$ cat config.mk
export PLATFORM = sky130hd
export DESIGN_NAME = csr_ex_ctrl
export DESIGN_NICKNAME = d
export VERILOG_FILES = /design/src/rtl/csr_ex_ctrl.sv
export SDC_FILE = /design/constraint.sdc
export NUM_CORES = 1
export LEC_CHECK = 0
export ABC_CLOCK_PERIOD_IN_PS = 3300
export BUFFER_PORTS_ARGS = -buffer_cell sky130_fd_sc_hd__buf_4
export CAP_MARGIN = 20
export CORE_ASPECT_RATIO = 1.1
export CORE_MARGIN = 4
export CORE_UTILIZATION = 52
export CTS_BUF_LIST = sky130_fd_sc_hd__clkbuf_8
export DETAILED_ROUTE_END_ITERATION = 10
export GPL_ROUTABILITY_DRIVEN = 0
export PLACE_DENSITY = 0.76
export SYNTH_ARGS = -nofsm -noshare
export SYNTH_HDL_FRONTEND = slang
export SYNTH_SLANG_ARGS = --single-unit
$ cat constraint.sdc
create_clock -name clk -period 3.3 [get_ports clk]
set_input_delay 0.66 -clock clk [delete_from_list [all_inputs] [get_ports clk]]
set_output_delay 0.66 -clock clk [all_outputs]
set_load 0.01 [all_outputs]
$ cat src/rtl/csr_ex_ctrl.sv
// ---------------------------------------------------------------------------
// csr_ex_ctrl
//   Exception/interrupt CSR block for the LoongArch pipeline. Holds CRMD,
//   PRMD, ECFG, ESTAT, ERA, BADV, EENTRY, TID, TCFG, TVAL and TICLR. Commits
//   exception entry and ertn return from WB, samples the interrupt lines,
//   runs the stable timer and raises has_int for the WB exception encoder.
//
// Ports
//   clk, reset                     rising-edge clock, synchronous active-high reset
//   csr_re, csr_num, csr_rvalue    combinational CSR read (rvalue is 0 when csr_re=0)
//   csr_we, csr_wmask, csr_wvalue  masked CSR write, visible the next cycle
//   wb_ex, wb_ecode, wb_esubcode,
//   wb_pc, wb_vaddr                exception commit from WB
//   ertn_flush                     ertn commit from WB
//   hw_int_in, ipi_int_in          level interrupt lines, sampled every cycle
//   has_int                        enabled interrupt pending
//   ex_entry, ertn_entry           redirect targets for fetch
// ---------------------------------------------------------------------------
module csr_ex_ctrl #(
    parameter logic [31:0] TID_RESET = 32'h0,
    parameter int unsigned TIMER_W   = 32
) (
    input  logic        clk,
    input  logic        reset,
    input  logic        csr_re,
    input  logic [13:0] csr_num,
    output logic [31:0] csr_rvalue,
    input  logic        csr_we,
    input  logic [31:0] csr_wmask,
    input  logic [31:0] csr_wvalue,
    input  logic        wb_ex,
    input  logic [5:0]  wb_ecode,
    input  logic [8:0]  wb_esubcode,
    input  logic [31:0] wb_pc,
    input  logic [31:0] wb_vaddr,
    input  logic        ertn_flush,
    input  logic [7:0]  hw_int_in,
    input  logic        ipi_int_in,
    output logic        has_int,
    output logic [31:0] ex_entry,
    output logic [31:0] ertn_entry
);

    localparam logic [13:0] CSR_CRMD   = 14'h000;
    localparam logic [13:0] CSR_PRMD   = 14'h001;
    localparam logic [13:0] CSR_ECFG   = 14'h004;
    localparam logic [13:0] CSR_ESTAT  = 14'h005;
    localparam logic [13:0] CSR_ERA    = 14'h006;
    localparam logic [13:0] CSR_BADV   = 14'h007;
    localparam logic [13:0] CSR_EENTRY = 14'h00C;
    localparam logic [13:0] CSR_TID    = 14'h040;
    localparam logic [13:0] CSR_TCFG   = 14'h041;
    localparam logic [13:0] CSR_TVAL   = 14'h042;
    localparam logic [13:0] CSR_TICLR  = 14'h044;

    localparam logic [5:0] ECODE_ADEF = 6'h08;
    localparam logic [5:0] ECODE_ALE  = 6'h09;

    localparam logic [TIMER_W-1:0] TVAL_ONE = 1;

    logic [3:0]         crmd_q,   crmd_d;    // {DA, IE, PLV[1:0]}
    logic [2:0]         prmd_q,   prmd_d;    // {PIE, PPLV[1:0]}
    logic [12:0]        lie_q,    lie_d;
    logic [12:0]        is_q,     is_d;
    logic [5:0]         ecode_q,  ecode_d;
    logic [8:0]         esub_q,   esub_d;
    logic [31:0]        era_q,    era_d;
    logic [31:0]        badv_q,   badv_d;
    logic [25:0]        eentry_q, eentry_d;
    logic [31:0]        tid_q,    tid_d;
    logic [TIMER_W-1:0] tcfg_q,   tcfg_d;
    logic [TIMER_W-1:0] tval_q,   tval_d;

    logic [31:0] rd_raw;      // current image of the addressed CSR
    logic [31:0] wnew;        // image after applying the masked write
    logic        wr_en;       // write survives the exception/ertn priority
    logic        timer_fire;

    // Read mux doubles as the "old value" for the masked write merge.
    always_comb begin
        rd_raw = 32'h0;
        unique case (csr_num)
            CSR_CRMD:   rd_raw = {28'h0, crmd_q};
            CSR_PRMD:   rd_raw = {29'h0, prmd_q};
            CSR_ECFG:   rd_raw = {19'h0, lie_q};
            CSR_ESTAT:  rd_raw = {1'b0, esub_q, ecode_q, 3'b000, is_q};
            CSR_ERA:    rd_raw = era_q;
            CSR_BADV:   rd_raw = badv_q;
            CSR_EENTRY: rd_raw = {eentry_q, 6'h0};
            CSR_TID:    rd_raw = tid_q;
            CSR_TCFG:   rd_raw = 32'(tcfg_q);
            CSR_TVAL:   rd_raw = 32'(tval_q);
            default:    rd_raw = 32'h0;
        endcase
    end

    assign csr_rvalue = csr_re ? rd_raw : 32'h0;
    assign wnew       = (rd_raw & ~csr_wmask) | (csr_wvalue & csr_wmask);
    assign wr_en      = csr_we & ~wb_ex & ~ertn_flush;

    assign has_int    = crmd_q[2] & (|(lie_q & is_q));
    assign ex_entry   = {eentry_q, 6'h0};
    assign ertn_entry = era_q;

    always_comb begin
        crmd_d     = crmd_q;
        prmd_d     = prmd_q;
        lie_d      = lie_q;
        is_d       = is_q;
        ecode_d    = ecode_q;
        esub_d     = esub_q;
        era_d      = era_q;
        badv_d     = badv_q;
        eentry_d   = eentry_q;
        tid_d      = tid_q;
        tcfg_d     = tcfg_q;
        tval_d     = tval_q;
        timer_fire = 1'b0;

        // Level interrupt lines are resampled unconditionally.
        is_d[9:2]  = hw_int_in;
        is_d[10]   = 1'b0;
        is_d[12]   = ipi_int_in;

        // Timer: a TCFG write reloads immediately; otherwise count down
        // while enabled, firing on 1->0. A periodic timer sitting at 0
        // reloads; a one-shot one parks at 0.
        if (wr_en && csr_num == CSR_TCFG) begin
            tval_d = {wnew[TIMER_W-1:2], 2'b00};
        end else if (tcfg_q[0]) begin
            if (tval_q != '0) begin
                tval_d     = tval_q - TVAL_ONE;
                timer_fire = (tval_q == TVAL_ONE);
            end else if (tcfg_q[1]) begin
                tval_d = {tcfg_q[TIMER_W-1:2], 2'b00};
            end
        end

        if (wb_ex) begin
            prmd_d  = crmd_q[2:0];
            crmd_d  = {crmd_q[3], 3'b000};
            era_d   = wb_pc;
            ecode_d = wb_ecode;
            esub_d  = wb_esubcode;
            if (wb_ecode == ECODE_ADEF) begin
                badv_d = wb_pc;
            end else if (wb_ecode == ECODE_ALE) begin
                badv_d = wb_vaddr;
            end
        end else if (ertn_flush) begin
            crmd_d = {crmd_q[3], prmd_q};
        end else if (csr_we) begin
            unique case (csr_num)
                CSR_CRMD:   crmd_d   = wnew[3:0];
                CSR_PRMD:   prmd_d   = wnew[2:0];
                CSR_ECFG:   lie_d    = {wnew[12:11], 1'b0, wnew[9:0]};
                CSR_ESTAT:  is_d[1:0] = wnew[1:0];
                CSR_ERA:    era_d    = wnew;
                CSR_BADV:   badv_d   = wnew;
                CSR_EENTRY: eentry_d = wnew[31:6];
                CSR_TID:    tid_d    = wnew;
                CSR_TCFG:   tcfg_d   = wnew[TIMER_W-1:0];
                CSR_TICLR: begin
                    if (csr_wmask[0] & csr_wvalue[0]) begin
                        is_d[11] = 1'b0;
                    end
                end
                default: ;
            endcase
        end

        // A timer expiry on the same edge as a TICLR must not be lost.
        if (timer_fire) begin
            is_d[11] = 1'b1;
        end
    end

    always_ff @(posedge clk) begin
        if (reset) begin
            crmd_q   <= 4'h8;
            prmd_q   <= '0;
            lie_q    <= '0;
            is_q     <= '0;
            ecode_q  <= '0;
            esub_q   <= '0;
            era_q    <= '0;
            badv_q   <= '0;
            eentry_q <= '0;
            tid_q    <= TID_RESET;
            tcfg_q   <= '0;
            tval_q   <= '1;
        end else begin
            crmd_q   <= crmd_d;
            prmd_q   <= prmd_d;
            lie_q    <= lie_d;
            is_q     <= is_d;
            ecode_q  <= ecode_d;
            esub_q   <= esub_d;
            era_q    <= era_d;
            badv_q   <= badv_d;
            eentry_q <= eentry_d;
            tid_q    <= tid_d;
            tcfg_q   <= tcfg_d;
            tval_q   <= tval_d;
        end
    end

endmodule

* After elaboration in Yosys (flattened, before gate mapping)
Index checks and enable logic that the tools add are counted.
Widths: inputs -> output; s select.
** Storage, ports and cells
- Memories kept :: 0
- Bits in latches :: 0
- Memory bits (writable) :: 0
- Input bits :: 172
- ROM bits :: 0
- Flip-flop bits (word level) :: 233
- Output and inout bits :: 97
- Logic and storage cells :: 105
** Cells by class
- $add $sub $neg :: 1
- Bitwise operators :: 11
- Div/mod/pow operators :: 0
- Multipliers :: 0
- Multiplexer cells :: 32
- Order comparisons :: 0
- Equality and inequality tests :: 17
- Shifts and indexed selects :: 0
- Reduce and logical (&&, ||, !) cells :: 28
** Operator list (number)
- $mux 32 :: 15
- $pmux 32 s10 :: 1
- $and 32x32->32 :: 2
- $eq 14x3->1 const B :: 4
- $eq 14x7->1 const B :: 4
- $eq 32x1->1 const B :: 1
- $not 32->32 :: 1
- $or 32x32->32 :: 1
- $reduce_bool 32->1 :: 1
- $sub 32x1->32 const B :: 1
- $reduce_and 4->1 :: 7
- $mux 3 :: 7
- $reduce_bool 2->1 :: 10
- $eq 14x1->1 const B :: 1
- $eq 14x4->1 const B :: 1
- $logic_not 14->1 :: 1
- $and 13x13->13 :: 1
- $reduce_or 13->1 :: 1
- $eq 6x4->1 const B :: 2
- $mux 1 :: 9
- $reduce_and 3->1 :: 2
- $reduce_and 5->1 :: 1
- $and 1x1->1 :: 4
- $ne 2x1->1 const B :: 2
- 7 further kinds :: 9

* Longest topological paths before layout
Gate-level depths: netlist (run 1).
- Depth in word-level cells :: 8
- Depth in mapped cells :: 11
- Gate-level depth less buffers :: 9

* Worst setup path before layout (run 1)
OpenSTA, ideal clock, no wires.
- Kind :: in2out
- Start point :: in csr_num[6]
- End point :: out csr_rvalue[10]
- Path buffers :: 2
- Setup slack :: 220 ps
- Stages :: 6
- Data arrival time :: 2420 ps
- Required time :: 2640 ps
- Cell sequence :: buf_6 -> or4_4 -> buf_6 -> nor4_4 -> a222oi_1 -> a21oi_1
** On the way
- Longest elaborated chain between the ends :: 3
- Elaborated cells on any way between the ends :: 12
** Ends and longest elaborated chain
- start, declared :: line 26 : input logic [13:0] csr_num,
- $eq 14x7->1 (tied with other cells) :: line 82 : unique case (csr_num)
- $pmux 32 s10 * :: line 82
- $mux 32 * :: line 97 : assign csr_rvalue = csr_re ? rd_raw : 32'h0;
- end, declared :: line 27 : output logic [31:0] csr_rvalue,
Every way passes the cells marked *; elsewhere a longest branch is shown, timed or not.

* Final worst setup path (run 1)
- Start point :: in csr_num[5]
- End point :: out csr_rvalue[15]
The elaborated chain is that of the path after synthesis.

==> results.ini, run 1 <==
[outcome]
status = finished with violations
violations = DRC, setup timing

[critical_path]
r2r-end = tval_q[10]
worstSetupEndpointType = primary output
endpoint = csr_rvalue[15]
critical_path_class = primary input to primary output
crit_required_ns = 2.64
crit_fanout = 7
reg2reg_from = tval_q[1]
cp.arrival_ns = 2.69
worstSetupStartpoint = csr_num[5]
ff2ff_path_depth = 8
start_kind = primary input
r2r_slack_ns = 0.60

[global_route]
grt_max_degree = 124
grt_overflow = 0
met2_usage = 0.577
grt_pass1_vias = 14529
grt.busiest_layer = met2
grt_antenna_before_repair = 0
grt_pass1_wl_um = 84300
met3_usage = 0.102
track_usage = 0.382
grt.met1_usage = 0.519

[logic_synthesis]
synth_ff_type = dfxtp_1
syn_area_um2 = 13000
ys_types = 83
async_flop_share = 0
synth_commonest_cells = 350 x nand2_1, 252 x a21oi_1, 232 x dfxtp_1
yosys.area.top_type = dfxtp_1
yosys_warnings = 0
synth_seq_cells = 232
synth_area_per_cell_um2 = 7.50
ys_seq_area_frac = 0.357
synth.area.top_cells = dfxtp_1 36%, nand2_1 10%, a21oi_1 9.7%
yosysMostFrequentCell = nand2_1
netlist_instances = 1734
synth.top_cell.area_share = 0.357
synth_edf_count = 0

[floorplanning]
coreArea_um2 = 24500
die_x_um = 159
row_count = 60
die-area_um2 = 27600
start_util = 0.530
fp.dieH_um = 174
io_pins = 269

[clocking]
h-tree-depth = 2
cts_sinks = 232
clock_path_buffers = 3
cts_tree = yes
clock_latency_ns = 0.56
clkTransAtPathRegs_ns = 0.06
cts_buffers = 41
root_buffer = clkbuf_8

[timing]
hold_viol = 0
finalWorstSetupSlack_ns = -0.0459
fmax_mhz = 299
layout_min_cycle_time_ns = 3.35
drv_slew = 0
worstMarginPinSlew_ns = 0.835
max_slew_margin = 0.438
skew_ns = 0.0195
rsz0062_at_grt = true
fin_crit_sh = 1.01
finalSetupViolCount = 6

[power_and_ir_drop]
p_leak_nw = 6.73
power.density_nw_per_um2 = 373
vdd_drop_max_mv = 0.247

[placement]
dp.cells = 2307
io_buffer_count = 262
dp_hpwl_um = 41400

[final_layout]
instances_no_fill = 2391
final_nets = 2231
n_antenna_cell = 0
fillCellCount = 2027
drive_gt1_frac = 0.266
utilization = 0.694
synthToLayoutAreaGrowth_pct = 31.0

[drt]
via_per_inst = 6.58
drc = 5
routed-via-count = 15731
post_drt_wl_per_cell_um = 23.6
first_iter_violations = 2732
ant_nets = 0
wl_um = 56500
dr.pass1.iters = 11

[flow_run]
cap_violations = 0

[worst_hold_path]
hp-class = primary input to register

-- timing repair --
item                                   CTS  global route
setup buffers                            1            14
endpoints found under the hold margin    0             0
pin swaps                                5            22
setup endpoints to repair                9            17
cloned                                   1             1
hold buffers                             0             0
gates resized for setup                  8            35
-- logic make-up (layout without fill, tap and decap cells) --
logic type | count (synthesis) | in the layout | synth area share
and+or+nand+nor | 707 | 709 | 0.259
AOI/OAI and AO/OA | 528 | 528 | 0.261
DFF | 232 | 232 | 0.357
buffers and inverters | 190 | 530 | 0.0626
muxes | 54 | 54 | 0.0443
xor gates and xnor gates | 19 | 19 | 0.0128
adders and majority gates | 3 | 3 | 0.00289
other | 1 | 6 | 0.000288
-- state kept, by name, summed over array words and instances, names as in the netlist --
signal and cells:
is_q 12, prmd_q 3, esub_q 9, tcfg_q 32, crmd_q 4, tid_q 32, ertn_entry 32, badv_q 32
lie_q 12, tval_q 32, ecode_q 6, eentry_q 26
-- layout by cell type, fill, tap and decap left out, types with 11 or more instances in the layout --
| master | instances |
|---|---|
| buf_4 | 391 |
| nand2_1 | 350 |
| a21oi_1 | 248 |
| dfxtp_1 | 232 |
| nor2_1 | 113 |
| nand3_1 | 71 |
| inv_1 | 52 |
| o21ai_0 | 52 |
| clkbuf_8 | 51 |
| a221oi_1 | 46 |
| mux2i_1 | 36 |
| a22oi_1 | 28 |
| nor3_1 | 28 |
| nor2b_1 | 22 |
| a31oi_1 | 19 |
| nor4_1 | 17 |
| a211oi_1 | 17 |
| buf_6 | 17 |
| mux2_2 | 16 |
| a22o_1 | 15 |
| o2bb2ai_1 | 13 |
| a222oi_1 | 13 |
| and3_1 | 13 |
| nand4_1 | 11 |
| nand2b_1 | 11 |
-- worst max-delay path, cell delays in order --
cell      delay (ns)
buf_12          0.11
or4b_4          0.59
buf_6           0.16
nor4_4          0.30
buf_6           0.19
buf_6           0.15
a222oi_1        0.11
a21oi_2         0.24
buf_4           0.16
-- metrics by stage --
step	TNS, ns	worst slack (ns)	hold WS [ns]	area, um2	total power (W)
after floorplan	0	0.220	0.428	13000	0.00326
after global placement	-0.0842	-0.0307	0.437	15900	0.00366
after detailed placement	-0.244	-0.0651	0.443	15900	0.00367
after CTS	0	0.00166	0.326	16800	0.00630
after global routing	-0.137	-0.0635	0.323	17000	0.00650
final	-0.108	-0.0459	0.321	17000	0.00636
-- power by group --
group | switching [W] | total (W) | internal (W) | leakage (nW)
logic | 0.000413 | 0.000748 | 0.000335 | 4.39
clock network | 0.00123 | 0.00270 | 0.00147 | 0.456
registers | 0.0000589 | 0.00291 | 0.00285 | 1.88
total | 0.00170 | 0.00636 | 0.00466 | 6.73
-- routing by layer --
metal	vias up	routed length, um
met4	0	3240
met3	287	8750
li1	6904	-
met5	-	0
met1	7184	20300
met2	1356	24100
-- cell type report --
type / count / area, um2 / share of cell area
clock buffers: 51 / 702 / 0.0412
clock inverters: 17 / 108 / 0.00632
flip-flops and latches: 232 / 4640 / 0.273
inverters: 45 / 169 / 0.00992
multi-input cells: 1319 / 7720 / 0.453
well taps: 310 / 388 / 0.0228
repair buffers: 417 / 3300 / 0.194
-- how the worst min path moves through the flow --
| stage | startpoint | cells past startpoint | endpoint | slack, ns |
|---|---|---|---|---|
| 3_3_place_gp | tid_q[6] | 2 | tid_q[6] | 0.44 |
| 6_report | hw_int_in[4] | 2 | is_q[6] | 0.32 |
| 4_1_cts | hw_int_in[4] | 2 | is_q[6] | 0.33 |
| 5_1_grt | hw_int_in[7] | 2 | is_q[9] | 0.32 |
| 3_5_place_dp | tid_q[6] | 2 | tid_q[6] | 0.44 |
| 2_1_floorplan | badv_q[12] | 2 | badv_q[12] | 0.43 |
No activity file was read; power rests on OpenSTA's default activity.
==> run 2, diff against run 1 <==
ABC_CLOCK_PERIOD_IN_PS = 3200   (was 3300)
clock period = 3.2 ns   (was 3.3 ns; I/O delays follow)
==> run 2 against run 1 <==
The run ends with setup timing left. Non-clock buffer count grew 25. Combinational power up 5.6%. Sequential cell count stayed put. Final cell count rose by 0.92%. Sequential share of layout area fell by 0.39 points. Routed wire length increased by 0.94%. Critical path type unchanged. Critical endpoint is now csr_rvalue[0]. Largest power group unchanged.
==> results.ini, run 2 (same netlist as run 1, synthesis figures left out) <==
[outcome]
status = finished with violations
violations = setup timing

[floorplanning]
start_util = 0.530  ; unchanged
coreArea_um2 = 24500  ; unchanged
die_x_um = 159  ; unchanged
io_pins = 269  ; unchanged
die-area_um2 = 27600  ; unchanged
fp.dieH_um = 174  ; unchanged
row_count = 60  ; unchanged

[worst_hold_path]
hold_depth = 2  ; unchanged
hold_start = hw_int_in[6]
whs_endpoint = is_q[8]
hp-class = primary input to register

[critical_path]
reg2reg_from = tval_q[0]
crit_family = buffers and inverters
crit_required_ns = 2.56  ; -0.08 ns
max_stage_delay_ns = 0.57  ; -0.02 ns
worstSetupEndpointType = primary output
slowest_stage = or4_4
ff2ff_path_depth = 8  ; unchanged
critical_path_class = primary input to primary output
crit_buf_inv = 5  ; unchanged
r2r-end = tval_q[10]
worstPathCellList = buf_6 -> or4_4 -> buf_12 -> nor4_4 -> buf_4 -> buf_4 -> a222oi_1 -> a31oi_1 -> buf_4
start_kind = primary input
r2r_slack_ns = 0.50  ; -0.10 ns
crit_fanout = 6  ; -1
cp_common_cell = buf_4
worstSetupStartpoint = csr_num[10]
cp.arrival_ns = 2.63  ; -0.06 ns

[timing]
fin_crit_sh = 1.02
fmax_mhz = 306
worstMarginPinSlew_ns = 0.819  ; -0.0160 ns
skew_ns = 0.0175  ; -0.00203 ns
max_slew_margin = 0.449  ; +0.0107
layout_min_cycle_time_ns = 3.27
hold_viol = 0  ; unchanged
finalWorstSetupSlack_ns = -0.0721  ; -0.0262 ns
finalSetupViolCount = 9  ; +3
rsz0062_at_grt = true
drv_slew = 0  ; unchanged

[final_layout]
n_antenna_cell = 0  ; unchanged
layout_common_cells = 408 x buf_4, 350 x nand2_1, 247 x a21oi_1
instances_no_fill = 2413  ; +0.92%
final_nets = 2253  ; +0.99%
drive_gt1_frac = 0.274  ; +0.00815
multi_input_area_um2 = 7760  ; +0.50%
fillCellCount = 1951  ; -3.7%
utilization = 0.704  ; +0.0100
layout_commonest_cell = buf_4
seq_area_um2 = 4640  ; unchanged
synthToLayoutAreaGrowth_pct = 32.8

[power_and_ir_drop]
vdd_drop_max_mv = 0.251  ; +1.7%
power.density_nw_per_um2 = 373  ; about the same
p_leak_nw = 6.90  ; +2.4%

[clocking]
h-tree-depth = 2  ; unchanged
clock_path_buffers = 3  ; unchanged
cts_tree = yes
clock_latency_ns = 0.56  ; about the same
root_buffer = clkbuf_8
clkTransAtPathRegs_ns = 0.06  ; about the same
cts_sinks = 232  ; unchanged
cts_buffers = 40  ; -2.4%

[placement]
dp_hpwl_um = 41300  ; -0.20%
dp.cells = 2321  ; +0.61%
io_buffer_count = 262  ; unchanged

[global_route]
grt_pass1_wl_um = 84400  ; about the same
grt_overflow = 0  ; unchanged
track_usage = 0.382  ; about the same
grt_pass1_vias = 14585  ; +0.39%
grt_antenna_before_repair = 0  ; unchanged
grt_max_degree = 95  ; -23%

[drt]
wl_um = 57000  ; +0.94%
drc = 0  ; -5
via_per_inst = 6.57  ; about the same
routed-via-count = 15860  ; +0.82%
dr.pass1.iters = 9  ; -2
post_drt_wl_per_cell_um = 23.6  ; about the same
first_iter_violations = 2840  ; +4.0%
ant_nets = 0  ; unchanged

[flow_run]
cap_violations = 0  ; unchanged

==> run 2: changes by cell type in the layout (fill, tap and decap cells not counted), sizes merged <==
cell      delta
buf         +24
bufbuf       +1
clkbuf       -5
clkinv       -2
clkinvlp     +2
inv          +4
or4          -2
==> run 2: power by group <==
group / switching (W) / internal, W
registers: 0.0000598 / 0.00294
clock network: 0.00127 / 0.00139
logic: 0.000432 / 0.000357
total: 0.00176 / 0.00469
==> run 2: worst max-delay path by stage <==
| stage | cells past startpoint | slack (ns) | endpoint |
|---|---|---|---|
| global route | 9 | -0.06 | csr_rvalue[18] |
| CTS | 8 | -0.002 | csr_rvalue[28] |
| finish | 9 | -0.07 | csr_rvalue[0] |
| detailed placement | 8 | -0.15 | csr_rvalue[16] |
| floorplan | 6 | 0.16 | csr_rvalue[10] |
| global placement | 8 | -0.12 | csr_rvalue[16] |
==> run 2: metrics by stage <==
step	setup TNS (ns)	worst slack [ns]	hold slack (ns)	total power, W	instance area, um2
3_3_place_gp	-0.722	-0.117	0.438	0.00378	16000
6_report	-0.239	-0.0721	0.292	0.00645	17300
3_5_place_dp	-0.890	-0.146	0.446	0.00379	16000
2_1_floorplan	0	0.160	0.428	0.00336	13000
5_1_grt	-0.472	-0.0628	0.311	0.00659	17300
4_1_cts	-0.00331	-0.00198	0.286	0.00637	17000
==> run 2: layout make-up <==
type,count,share of cell area
multi-input cells,1317,0.449
repair buffers,442,0.206
clock buffers,46,0.0366
inverters,45,0.00977
flip-flops and latches,232,0.269
well taps,310,0.0224
clock inverters,21,0.00717
==> run 2: worst reg2reg max path, delay by kind of cell, from the launching register on <==
family | cells | cell delay (ns)
buf+inv | 1 | 0.13
fa+ha+maj | 1 | 0.20
mux | 1 | 0.09
flops | 1 | 0.43
simple gates | 3 | 1.35
compound gates | 1 | 0.24
xor+xnor | 1 | 0.18
==> run 2: what timing repair did <==
| action | in CTS | in global routing |
|---|---|---|
| endpoints found under the hold margin | 0 | 0 |
| endpoints found under the setup margin | 19 | 29 |
| gates resized for setup | 17 | 43 |
| buffers inserted | 12 | 10 |
| pin swaps | 13 | 20 |
| cloned | 3 | 0 |
| hold buffers | 0 | 0 |
==> run 2: per-layer routing <==
metal,GRT usage,wire [um],up-vias
li1,-,-,6921
met1,0.510,20800,7233
met2,0.587,24300,1429
met3,0.103,8790,277
met4,0.162,3190,0
met5,0,0,-
